### config.mk
export PLATFORM = sky130hd
export DESIGN_NAME = alk_qshift_seq_flat
export DESIGN_NICKNAME = d
export VERILOG_FILES = /design/src/rtl/alk_qshift_seq_if.sv /design/src/rtl/alk_qshift_seq.sv /design/src/flat_wrapper.sv
export SDC_FILE = /design/constraint.sdc
export NUM_CORES = 1
export LEC_CHECK = 0
export CAP_MARGIN = 20
export CORE_MARGIN = 10
export CORE_UTILIZATION = 40
export CTS_CLUSTER_SIZE = 20
export DETAILED_ROUTE_END_ITERATION = 16
export PLACE_DENSITY = 0.76
export SETUP_SLACK_MARGIN = 0.15
export SLEW_MARGIN = 40
export SYNTH_ARGS = -nofsm -noshare
export SYNTH_HDL_FRONTEND = slang
export SYNTH_SLANG_ARGS = --single-unit
export TNS_END_PERCENT = 20
### constraint.sdc
create_clock -name clk_h -period 1.7 [get_ports clk_h]
set_input_delay 0.34 -clock clk_h [delete_from_list [all_inputs] [get_ports clk_h]]
set_output_delay 0.34 -clock clk_h [all_outputs]
set_load 0.05 [all_outputs]
### src/rtl/alk_qshift_seq_if.sv
// Datapath-side bundle for the ALK A/Q shift sequencer: decoded ops, load data,
// sequence control and the A/Q/result outputs that feed the WBUS driver.
interface alk_qshift_seq_if #(
  parameter int WIDTH = 8,
  parameter int CNT_W = 5
);
  logic             op_shf_h;
  logic             op_rot_h;
  logic             op_qsi1_l;
  logic             op_asi1_l;
  logic             op_wbus30_h;
  logic             ld_a_h;
  logic             ld_q_h;
  logic [WIDTH-1:0] alu_h;
  logic [WIDTH-1:0] q_in_h;
  logic             asi_h;
  logic             start_h;
  logic [CNT_W-1:0] count_h;
  logic [WIDTH-1:0] a_h;
  logic [WIDTH-1:0] q_h;
  logic [WIDTH-1:0] result_h;
  logic             aso_h;
  logic             qso_h;
  logic             busy_h;
  logic             done_h;

  modport master (
    output op_shf_h, op_rot_h, op_qsi1_l, op_asi1_l, op_wbus30_h,
    output ld_a_h, ld_q_h, alu_h, q_in_h, asi_h, start_h, count_h,
    input  a_h, q_h, result_h, aso_h, qso_h, busy_h, done_h
  );

  modport slave (
    input  op_shf_h, op_rot_h, op_qsi1_l, op_asi1_l, op_wbus30_h,
    input  ld_a_h, ld_q_h, alu_h, q_in_h, asi_h, start_h, count_h,
    output a_h, q_h, result_h, aso_h, qso_h, busy_h, done_h
  );
endinterface

### src/rtl/alk_qshift_seq.sv
// Iterative A/Q shift sequencer for one ALK slice: latches the decoded shift op at
// start, then steps A and Q one bit per clock for the programmed count.
module alk_qshift_seq #(
  parameter int WIDTH = 8,
  parameter int CNT_W = 5
) (
  input  logic              clk_h,
  input  logic              reset_h,
  alk_qshift_seq_if.slave   bus
);

  typedef enum logic [1:0] {IDLE, SHIFT, DONE} state_t;
  typedef enum logic [1:0] {M_NONE, M_ROT, M_SHF, M_QSH} mode_t;

  state_t           state;
  mode_t            mode;
  mode_t            mode_sel;
  logic             qsi1_force;
  logic             asi1_force;
  logic             wbus30;
  logic [CNT_W-1:0] cnt;
  logic [WIDTH-1:0] a_r;
  logic [WIDTH-1:0] q_r;
  logic [WIDTH-1:0] a_step;
  logic [WIDTH-1:0] q_step;
  logic             busy_r;
  logic             done_r;
  logic             q_msb;

  always_comb begin
    if (bus.op_rot_h)        mode_sel = M_ROT;
    else if (bus.op_shf_h)   mode_sel = M_SHF;
    else if (!bus.op_qsi1_l) mode_sel = M_QSH;
    else                     mode_sel = M_NONE;
  end

  // Forced-1 Q shift-in overrides A[0] as the Q MSB source in the double-width modes.
  assign q_msb = qsi1_force ? 1'b1 : a_r[0];

  // NOTE: every output of this block gets a default first, so no latch is inferred
  // on paths (M_NONE) that do not assign it.
  always_comb begin
    a_step = a_r;
    q_step = q_r;
    unique case (mode)
      M_ROT: begin
        a_step = {q_r[0], a_r[WIDTH-1:1]};
        q_step = {q_msb, q_r[WIDTH-1:1]};
      end
      M_SHF: begin
        a_step = {(asi1_force ? 1'b1 : bus.asi_h), a_r[WIDTH-1:1]};
        q_step = {q_msb, q_r[WIDTH-1:1]};
      end
      M_QSH:   q_step = {1'b1, q_r[WIDTH-1:1]};
      default: ;
    endcase
  end

  // NOTE: state updates use non-blocking assignments so every register samples the
  // pre-edge values; reset is asynchronous so a mid-sequence abort is immediate.
  always_ff @(posedge clk_h or posedge reset_h) begin
    if (reset_h) begin
      state      <= IDLE;
      mode       <= M_NONE;
      qsi1_force <= 1'b0;
      asi1_force <= 1'b0;
      wbus30     <= 1'b0;
      cnt        <= '0;
      a_r        <= '0;
      q_r        <= '0;
      busy_r     <= 1'b0;
      done_r     <= 1'b0;
    end else begin
      unique case (state)
        IDLE: begin
          done_r <= 1'b0;
          if (bus.ld_a_h) a_r <= bus.alu_h;
          if (bus.ld_q_h) q_r <= bus.q_in_h;
          // A start coinciding with a load is dropped; the load wins.
          if (bus.start_h && !bus.ld_a_h && !bus.ld_q_h) begin
            mode       <= mode_sel;
            qsi1_force <= ~bus.op_qsi1_l;
            asi1_force <= ~bus.op_asi1_l;
            wbus30     <= bus.op_wbus30_h;
            cnt        <= bus.count_h;
            if (bus.count_h != '0 && mode_sel != M_NONE) begin
              state  <= SHIFT;
              busy_r <= 1'b1;
            end else begin
              state  <= DONE;
              done_r <= 1'b1;
            end
          end
        end
        SHIFT: begin
          a_r <= a_step;
          q_r <= q_step;
          cnt <= cnt - CNT_W'(1);
          if (cnt == CNT_W'(1)) begin
            state  <= DONE;
            busy_r <= 1'b0;
            done_r <= 1'b1;
          end
        end
        DONE: begin
          done_r <= 1'b0;
          state  <= IDLE;
        end
        default: state <= IDLE;
      endcase
    end
  end

  assign bus.a_h      = a_r;
  assign bus.q_h      = q_r;
  assign bus.result_h = wbus30 ? q_r : a_r;
  assign bus.aso_h    = a_r[0];
  assign bus.qso_h    = q_r[0];
  assign bus.busy_h   = busy_r;
  assign bus.done_h   = done_r;

endmodule

### src/flat_wrapper.sv
// flat-port wrapper written by rule: the top's interface ports become plain ports
module alk_qshift_seq_flat 
#(
  parameter int WIDTH = 8,
  parameter int CNT_W = 5
)
  (clk_h, reset_h, bus_op_shf_h, bus_op_rot_h, bus_op_qsi1_l, bus_op_asi1_l, bus_op_wbus30_h, bus_ld_a_h, bus_ld_q_h, bus_alu_h, bus_q_in_h, bus_asi_h, bus_start_h, bus_count_h, bus_a_h, bus_q_h, bus_result_h, bus_aso_h, bus_qso_h, bus_busy_h, bus_done_h);
  alk_qshift_seq_if #(.WIDTH(WIDTH), .CNT_W(CNT_W)) bus_i ();
  input  logic clk_h;
  input  logic reset_h;
  input wire logic [$bits(bus_i.op_shf_h)-1:0] bus_op_shf_h;
  input wire logic [$bits(bus_i.op_rot_h)-1:0] bus_op_rot_h;
  input wire logic [$bits(bus_i.op_qsi1_l)-1:0] bus_op_qsi1_l;
  input wire logic [$bits(bus_i.op_asi1_l)-1:0] bus_op_asi1_l;
  input wire logic [$bits(bus_i.op_wbus30_h)-1:0] bus_op_wbus30_h;
  input wire logic [$bits(bus_i.ld_a_h)-1:0] bus_ld_a_h;
  input wire logic [$bits(bus_i.ld_q_h)-1:0] bus_ld_q_h;
  input wire logic [$bits(bus_i.alu_h)-1:0] bus_alu_h;
  input wire logic [$bits(bus_i.q_in_h)-1:0] bus_q_in_h;
  input wire logic [$bits(bus_i.asi_h)-1:0] bus_asi_h;
  input wire logic [$bits(bus_i.start_h)-1:0] bus_start_h;
  input wire logic [$bits(bus_i.count_h)-1:0] bus_count_h;
  output wire logic [$bits(bus_i.a_h)-1:0] bus_a_h;
  output wire logic [$bits(bus_i.q_h)-1:0] bus_q_h;
  output wire logic [$bits(bus_i.result_h)-1:0] bus_result_h;
  output wire logic [$bits(bus_i.aso_h)-1:0] bus_aso_h;
  output wire logic [$bits(bus_i.qso_h)-1:0] bus_qso_h;
  output wire logic [$bits(bus_i.busy_h)-1:0] bus_busy_h;
  output wire logic [$bits(bus_i.done_h)-1:0] bus_done_h;
  assign bus_i.op_shf_h = bus_op_shf_h;
  assign bus_i.op_rot_h = bus_op_rot_h;
  assign bus_i.op_qsi1_l = bus_op_qsi1_l;
  assign bus_i.op_asi1_l = bus_op_asi1_l;
  assign bus_i.op_wbus30_h = bus_op_wbus30_h;
  assign bus_i.ld_a_h = bus_ld_a_h;
  assign bus_i.ld_q_h = bus_ld_q_h;
  assign bus_i.alu_h = bus_alu_h;
  assign bus_i.q_in_h = bus_q_in_h;
  assign bus_i.asi_h = bus_asi_h;
  assign bus_i.start_h = bus_start_h;
  assign bus_i.count_h = bus_count_h;
  assign bus_a_h = bus_i.a_h;
  assign bus_q_h = bus_i.q_h;
  assign bus_result_h = bus_i.result_h;
  assign bus_aso_h = bus_i.aso_h;
  assign bus_qso_h = bus_i.qso_h;
  assign bus_busy_h = bus_i.busy_h;
  assign bus_done_h = bus_i.done_h;
  alk_qshift_seq #(.WIDTH(WIDTH), .CNT_W(CNT_W)) u_core (.clk_h(clk_h), .reset_h(reset_h), .bus(bus_i));
endmodule
==> results of run 1 <==
## cell usage in the layout (no fill, tap or decap), types with 2 or more instances in the layout
cell and instances:
or2_2 3, dlymetal6s2s_1 2, ha_1 5, mux2i_1 14
o22ai_1 3, a211o_1 2, o31ai_1 2, buf_4 44
nand2_1 10, nor2_1 22, or3b_4 2, a21oi_1 26
dfrtp_2 2, inv_1 7, buf_6 10, o21ai_1 2
nand3_1 6, o21ai_0 8, nor3_1 3, mux2_4 2
mux2_2 7, ha_4 3, dfrtp_1 28, clkbuf_8 8
a211oi_1 2, a21oi_2 3, inv_2 4, clkdlybuf4s50_1 29
## cell type report
type | count | area share
clock buffer | 8 | 0.0386
inverter | 12 | 0.0167
multi-input combinational | 144 | 0.380
sequential | 30 | 0.264
tap | 52 | 0.0228
timing repair buffer | 87 | 0.278
## kinds of logic (layout without fill, tap and decap cells)
group	Yosys count	after routing
simple gates	57	57
compound gates	55	55
flops	30	30
mux	24	24
buf+inv	22	107
fa+ha+maj	8	8
## metal layers
metal  up-vias  global-route usage  part of all wire
met5         -                   0                 0
met1       831               0.165              0.43
met2        55               0.236              0.47
li1        862                   -                 -
met3         7              0.0616             0.088
met4         0              0.0485             0.012
## state kept, by name, summed over array words and instances, names as in the netlist
| signal | count |
|---|---|
| u_core.asi1_force | 1 |
| u_core.bus.a_h | 8 |
| u_core.mode | 2 |
| u_core.qsi1_force | 1 |
| u_core.bus.busy_h | 1 |
| u_core.bus.done_h | 1 |
| u_core.cnt | 5 |
| u_core.bus.q_h | 8 |
| u_core.state | 2 |
| u_core.wbus30 | 1 |
## through the flow
step | instance area, um^2 | hold slack [ps] | util
after global routing | 2850 | 508 | 0.642
after global placement | 2570 | 470 | 0.578
after CTS | 2780 | 457 | 0.626
after floorplan | 1900 | 431 | -
after detailed placement | 2570 | 491 | 0.578
final | 2850 | 431 | 0.642
## critical path, cell delays in order, from the launching register on
cell and delay (ps):
dfrtp_1 400, inv_2 90, ha_4 190, nor2b_4 140
a311oi_4 380, mux2_4 340
## synthesized netlist by cell type (2+ instances only)
library cell | count | share of area
or2_2 | 3 | 0.010
dfrtp_1 | 30 | 0.40
o21ai_0 | 10 | 0.027
a21oi_2 | 3 | 0.014
buf_6 | 2 | 0.012
a21oi_1 | 26 | 0.069
nor2_1 | 22 | 0.044
nand2_1 | 10 | 0.020
nor3_1 | 3 | 0.0080
nand3_1 | 6 | 0.016
clkbuf_1 | 2 | 0.0040
ha_1 | 8 | 0.053
a211o_1 | 2 | 0.0093
a211oi_1 | 3 | 0.012
o31ai_1 | 2 | 0.0080
mux2i_1 | 14 | 0.075
o22ai_1 | 3 | 0.010
mux2_2 | 9 | 0.054
buf_4 | 5 | 0.020
inv_1 | 11 | 0.022
nor2b_1 | 2 | 0.0067
## final timing paths
check                             startpoint           endpoint  slack, ps
min                                  reset_h      u_core.cnt[2]        430
max                          u_core.state[1]  u_core.bus.q_h[7]         40
min reg2reg                u_core.bus.done_h  u_core.bus.done_h        500
min in group clk_h         u_core.bus.done_h  u_core.bus.done_h        500
max reg2reg                  u_core.state[1]  u_core.bus.q_h[7]         40
max in group asynchronous            reset_h      u_core.wbus30        940
## power groups by stage
| stage | registers, W | logic (W) | clock network, W |
|---|---|---|---|
| after floorplan | 0.00202 | 0.00213 | 0 |
| after global placement | 0.00143 | 0.00378 | 0 |
| after detailed placement | 0.00145 | 0.00383 | 0 |
| after CTS | 0.00142 | 0.00415 | 0.000691 |
| after global routing | 0.00150 | 0.00456 | 0.000720 |
| final | 0.00144 | 0.00427 | 0.000688 |
## repair_timing
item,CTS,global route
gates resized for setup,20,12
buffers inserted,4,4
hold endpoints to repair,0,0
cloned,1,0
pin swaps,2,4
endpoints found under the setup margin,25,31
==> impl_results.md, run 1 <==
- Final cycle utilization of the critical path: 0.975
- WL per Instance: ~17 um
- Ys async rst share: 1.00
- Leak: about 1.2 nW
- Placed cells: roughly 320
- Syn Inst Count: between 150 and 200
- Post-Syn Nets: 236
- DRT iter0 DRCs: 80
- # fillers: between 300 and 400
- Peak VDD IR: between 0.0015 and 0.002 V
- Clk pwr share: 0.108
- Layout Skew: around 8.8 ps
- Final setup vio count: 0
- First-pass DRT Iterations: 4
- Worst rel slew slack: 0.732
- Max cap viols: 0
- Sequential share of power: 0.225
- Worst setup margin: about 42 ps
- Core Region: about 4400 um^2
- FP Rows: 24
- Via/cell ratio: roughly 5.3
- Hold Crit Class: in2async
- P_int: 0.00318 W
- CTS tree: done
- Synth Area in Simple Gates: 0.156
- Antenna Cells: 0
- Die area: between 7000 and 8000 um^2
- Worst Max-Slew Pin Slew: 402 ps
- Post-Synth Adder-Cell Area: 0.0534
- Startpoint Class: register
- R2R depth: 5
- Share of cells above drive strength 1: 0.356
- Hold Fails Final Rpt: 0
- Post-Route Setup TNS: 0 ps
- Routed Antenna Nets: 0
- Die H: around 88 um
- TritonCTS Buffers: 5
- Post-synth top flop: dfrtp_1
- H-tree depth: 2
- Vias in the first global route: about 1.8k
- Largest family of logic cells by synthesized area: compound AO/OA/AOI/OAI gates
- Synthesized flop and latch total: 30
- Mux cell area share after synthesis: 0.135
- XOR/XNOR Fraction of Synth Area: 0
- Switch Pwr: approximately 0.0032 W
- PwrDens: between 2000 and 2500 nW/um^2
- Post-synth EDFFs: 0
- Ports: 60
- I/O Buffers: just under 60
- Combinational power share: 0.667
- Pre-CTS setup slack: -176 ps
- Root Driver: clkbuf_8
- Setup Crit Path Kind: reg2reg
- Clock buffer depth: 2
- PnR Total Power: around 0.0064 W
- Unrepaired setup endpoints after global routing: true
- Sequential cell area: roughly 750 um^2
- Starting Density: 0.422
- Reg clk slew, reported paths: ~70 ps
- Seq/Total Area, Yosys: 0.400
- Overall die width: 88.5 um
- Gr ovfl total: 0
- Total Nets Final: between 300 and 400
- CP endpoint kind: register
- Global-route wire length before repair: between 8000 and 9000 um
- GRT Overall Usage: 0.144
- Area of the multi-input gates: around 1100 um^2
- Worst-path fanout max: 5
- Non-Filler Instances: 333
- Hpwl dp: approximately 4000 um
- Area growth syn-to-layout: 52.2%
- Vias: 1755
- Compound-gate portion of the synthesized area: 0.191
- Arr. time, crit path: between 1500 and 2000 ps
- Antenna violations before repair: 0
- Clock latency on the worst-skew pair: just under 300 ps
- Crit path time final: between 1500 and 2000 ps
- Final slew viol count: 0
- YS warnings: 0
- Synthesized cell area: around 1900 um^2
- Largest net degree at the start of global routing: 31
- WL final: between 5000 and 6000 um
- DRC errors left: 0
- Clk sinks: 30
- Syn avg cell area: 9.57 um^2
- Fmax: between 600 and 700 MHz
- Status: complete, no violations
- CP Data Required Time: 1870 ps
- RePlAce Congestion: around 0.85
- Switching share of power: 0.503
- Count of cell types in the netlist: 41
- CTS Hold Bufs: 0
No activity file was read; power rests on OpenSTA's default activity.
==> inputs of run 2 (changes only) <==
--- a/config.mk
+++ b/config.mk
@@ -7,10 +7,10 @@
 export LEC_CHECK = 0
 export CAP_MARGIN = 20
 export CORE_MARGIN = 10
-export CORE_UTILIZATION = 40
+export CORE_UTILIZATION = 35
 export CTS_CLUSTER_SIZE = 20
 export DETAILED_ROUTE_END_ITERATION = 16
-export PLACE_DENSITY = 0.76
+export PLACE_DENSITY = 0.69
 export SETUP_SLACK_MARGIN = 0.15
 export SLEW_MARGIN = 40
 export SYNTH_ARGS = -nofsm -noshare
==> impl_results.md, run 2 (synthesized netlist as in run 1, its figures left out) <==
- Status: complete, no violations (unchanged)
- Post-route cell area: 2840 um^2 (was 2850 um^2)
- Most common cell after layout, fill and taps aside: buf_4 (unchanged)
- Die area: 8690 um^2 (was 7830 um^2)
- First-pass DRT Iterations: 4 (unchanged)
- Arr. time, crit path: 1280 ps (was 1820 ps)
- WL final: 5310 um (was 5540 um)
- CTS tree: done (unchanged)
- Ports: 60 (unchanged)
- PwrDens: 2190 nW/um^2 (was 2240 nW/um^2)
- # fillers: 485 (was 371)
- Final setup vio count: 0 (unchanged)
- Worst-path fanout max: 5 (unchanged)
- Area after DPL: 2660 um^2 (was 2570 um^2)
- Clock latency on the worst-skew pair: 280 ps (was 290 ps)
- Final cycle utilization of the critical path: 0.952 (was 0.975)
- Largest net degree at the start of global routing: 31 (unchanged)
- DRC errors left: 0 (unchanged)
- CP endpoint kind: output pin (was register)
- GRT Overall Usage: 0.127 (was 0.144)
- Routed Antenna Nets: 0 (unchanged)
- Fmax: 618 MHz (was 603 MHz)
- Crit path time final: 1620 ps (was 1660 ps)
- Die H: 93.2 um (was 88.5 um)
- Worst rel slew slack: 0.735 (was 0.732)
- Root Driver: clkbuf_8 (unchanged)
- CP Data Required Time: 1360 ps (was 1870 ps)
- I/O Buffers: 59 (unchanged)
- FP Rows: 26 (was 24)
- Vias: 1714 (was 1755)
- Vias in the first global route: 1843 (was 1846)
- Hold Slack: 442 ps (was 431 ps)
- Max cap viols: 0 (unchanged)
- Share of cells above drive strength 1: 0.336 (was 0.356)
- Commonest cells after routing, fill and taps aside: 37 x buf_4, 31 x clkdlybuf4s50_1, 28 x dfrtp_1 (was 44 x buf_4, 29 x clkdlybuf4s50_1, 28 x dfrtp_1)
- Hpwl dp: 3930 um (was 3970 um)
- Fin util: 0.552 (was 0.642)
- Worst Max-Slew Pin Slew: 398 ps (was 402 ps)
- Core Region: 5140 um^2 (was 4440 um^2)
- Antenna Cells: 0 (unchanged)
- Pre-CTS setup slack: -191 ps (was -176 ps)
- Unrepaired setup endpoints after global routing: true (unchanged)
- Global-route wire length before repair: 9010 um (was 8980 um)
- RePlAce Congestion: 0.834 (was 0.845)
- TritonCTS Buffers: 5 (unchanged)
- Starting Density: 0.365 (was 0.422)
- H-tree depth: 2 (unchanged)
- Reg clk slew, reported paths: 70 ps (about the same)
- Peak VDD IR: 0.00149 V (was 0.00151 V)
- CTS Hold Bufs: 0 (unchanged)
- Layout Skew: 6.75 ps (was 8.79 ps)
- Worst setup margin: 81.6 ps (was 41.7 ps)
- WL per Instance: 15.3 um (was 16.6 um)
- Antenna violations before repair: 0 (unchanged)
- Setup Crit Path Kind: reg2out (was reg2reg)
- Via/cell ratio: 4.94 (was 5.27)
- Startpoint Class: register (unchanged)
- Gr ovfl total: 0 (unchanged)
- Hold Fails Final Rpt: 0 (unchanged)
- Area growth syn-to-layout: 51.2% (was 52.2%)
- Final slew viol count: 0 (unchanged)
- Total Nets Final: 316 (was 320)
- Leak: 1.19 nW (was 1.24 nW)
- Clock buffer depth: 2 (unchanged)
- Hold Crit Class: in2async (unchanged)
- Overall die width: 93.2 um (was 88.5 um)
- PnR Total Power: 0.00620 W (was 0.00640 W)
- Clk sinks: 30 (unchanged)
- DRT iter0 DRCs: 42 (was 80)
[run 2: worst paths after layout]
kind,start,end,slack [ps],cells after the start
worst max-delay path,u_core.wbus30,bus_result_h[5],80,3
worst min-delay path,reset_h,u_core.cnt[0],440,3
worst max register to register,u_core.state[0],u_core.bus.q_h[6],90,6
worst min register to register,u_core.bus.done_h,u_core.bus.done_h,490,1
max in group asynchronous,reset_h,u_core.wbus30,950,3
min in group clk_h,u_core.bus.done_h,u_core.bus.done_h,490,1
[run 2: where the power goes]
part           leakage, nW  total [W]  switching [W]  internal [W]
Sequential           0.340    0.00142       0.000368       0.00106
Combinational        0.804    0.00416        0.00250       0.00166
Clock               0.0472   0.000614       0.000289      0.000325
Total                 1.19    0.00620        0.00316       0.00304
[run 2: timing repair]
action,in CTS,in global routing
endpoints found under the setup margin,20,33
gates resized for setup,18,2
gates cloned,1,0
buffers inserted,2,0
pin swaps,1,0
endpoints found under the hold margin,0,0
[run 2: through the flow]
| stage | instances | setup TNS (ps) |
|---|---|---|
| 4_1_cts | 347 | 0 |
| 5_1_grt | 347 | 0 |
| 3_5_place_dp | 336 | -1760 |
| 2_1_floorplan | 196 | 0 |
| 3_3_place_gp | 336 | -1310 |
| 6_report | 347 | 0 |
[run 2: per-layer routing]
layer,vias up,GRT usage,share of wire
met4,0,0.0463,0.016
li1,851,-,-
met1,806,0.148,0.44
met3,6,0.0584,0.083
met2,51,0.200,0.46
met5,-,0,0
[run 2: critical path: stages (launching register included)]
cell and delay (ps):
dfrtp_2 370, buf_6 120, mux2_2 350, buf_6 160
[run 2: layout make-up]
class                           instances  area, um^2  share of cell area
Multi-Input combinational cell        144        1050               0.371
Timing Repair Buffer                   83         801               0.282
Sequential cell                        30         753               0.266
Tap cell                               70        87.6              0.0309
Clock buffer                            6        82.6              0.0291
Inverter                               12        47.5              0.0168
Clock inverter                          2        12.5             0.00441
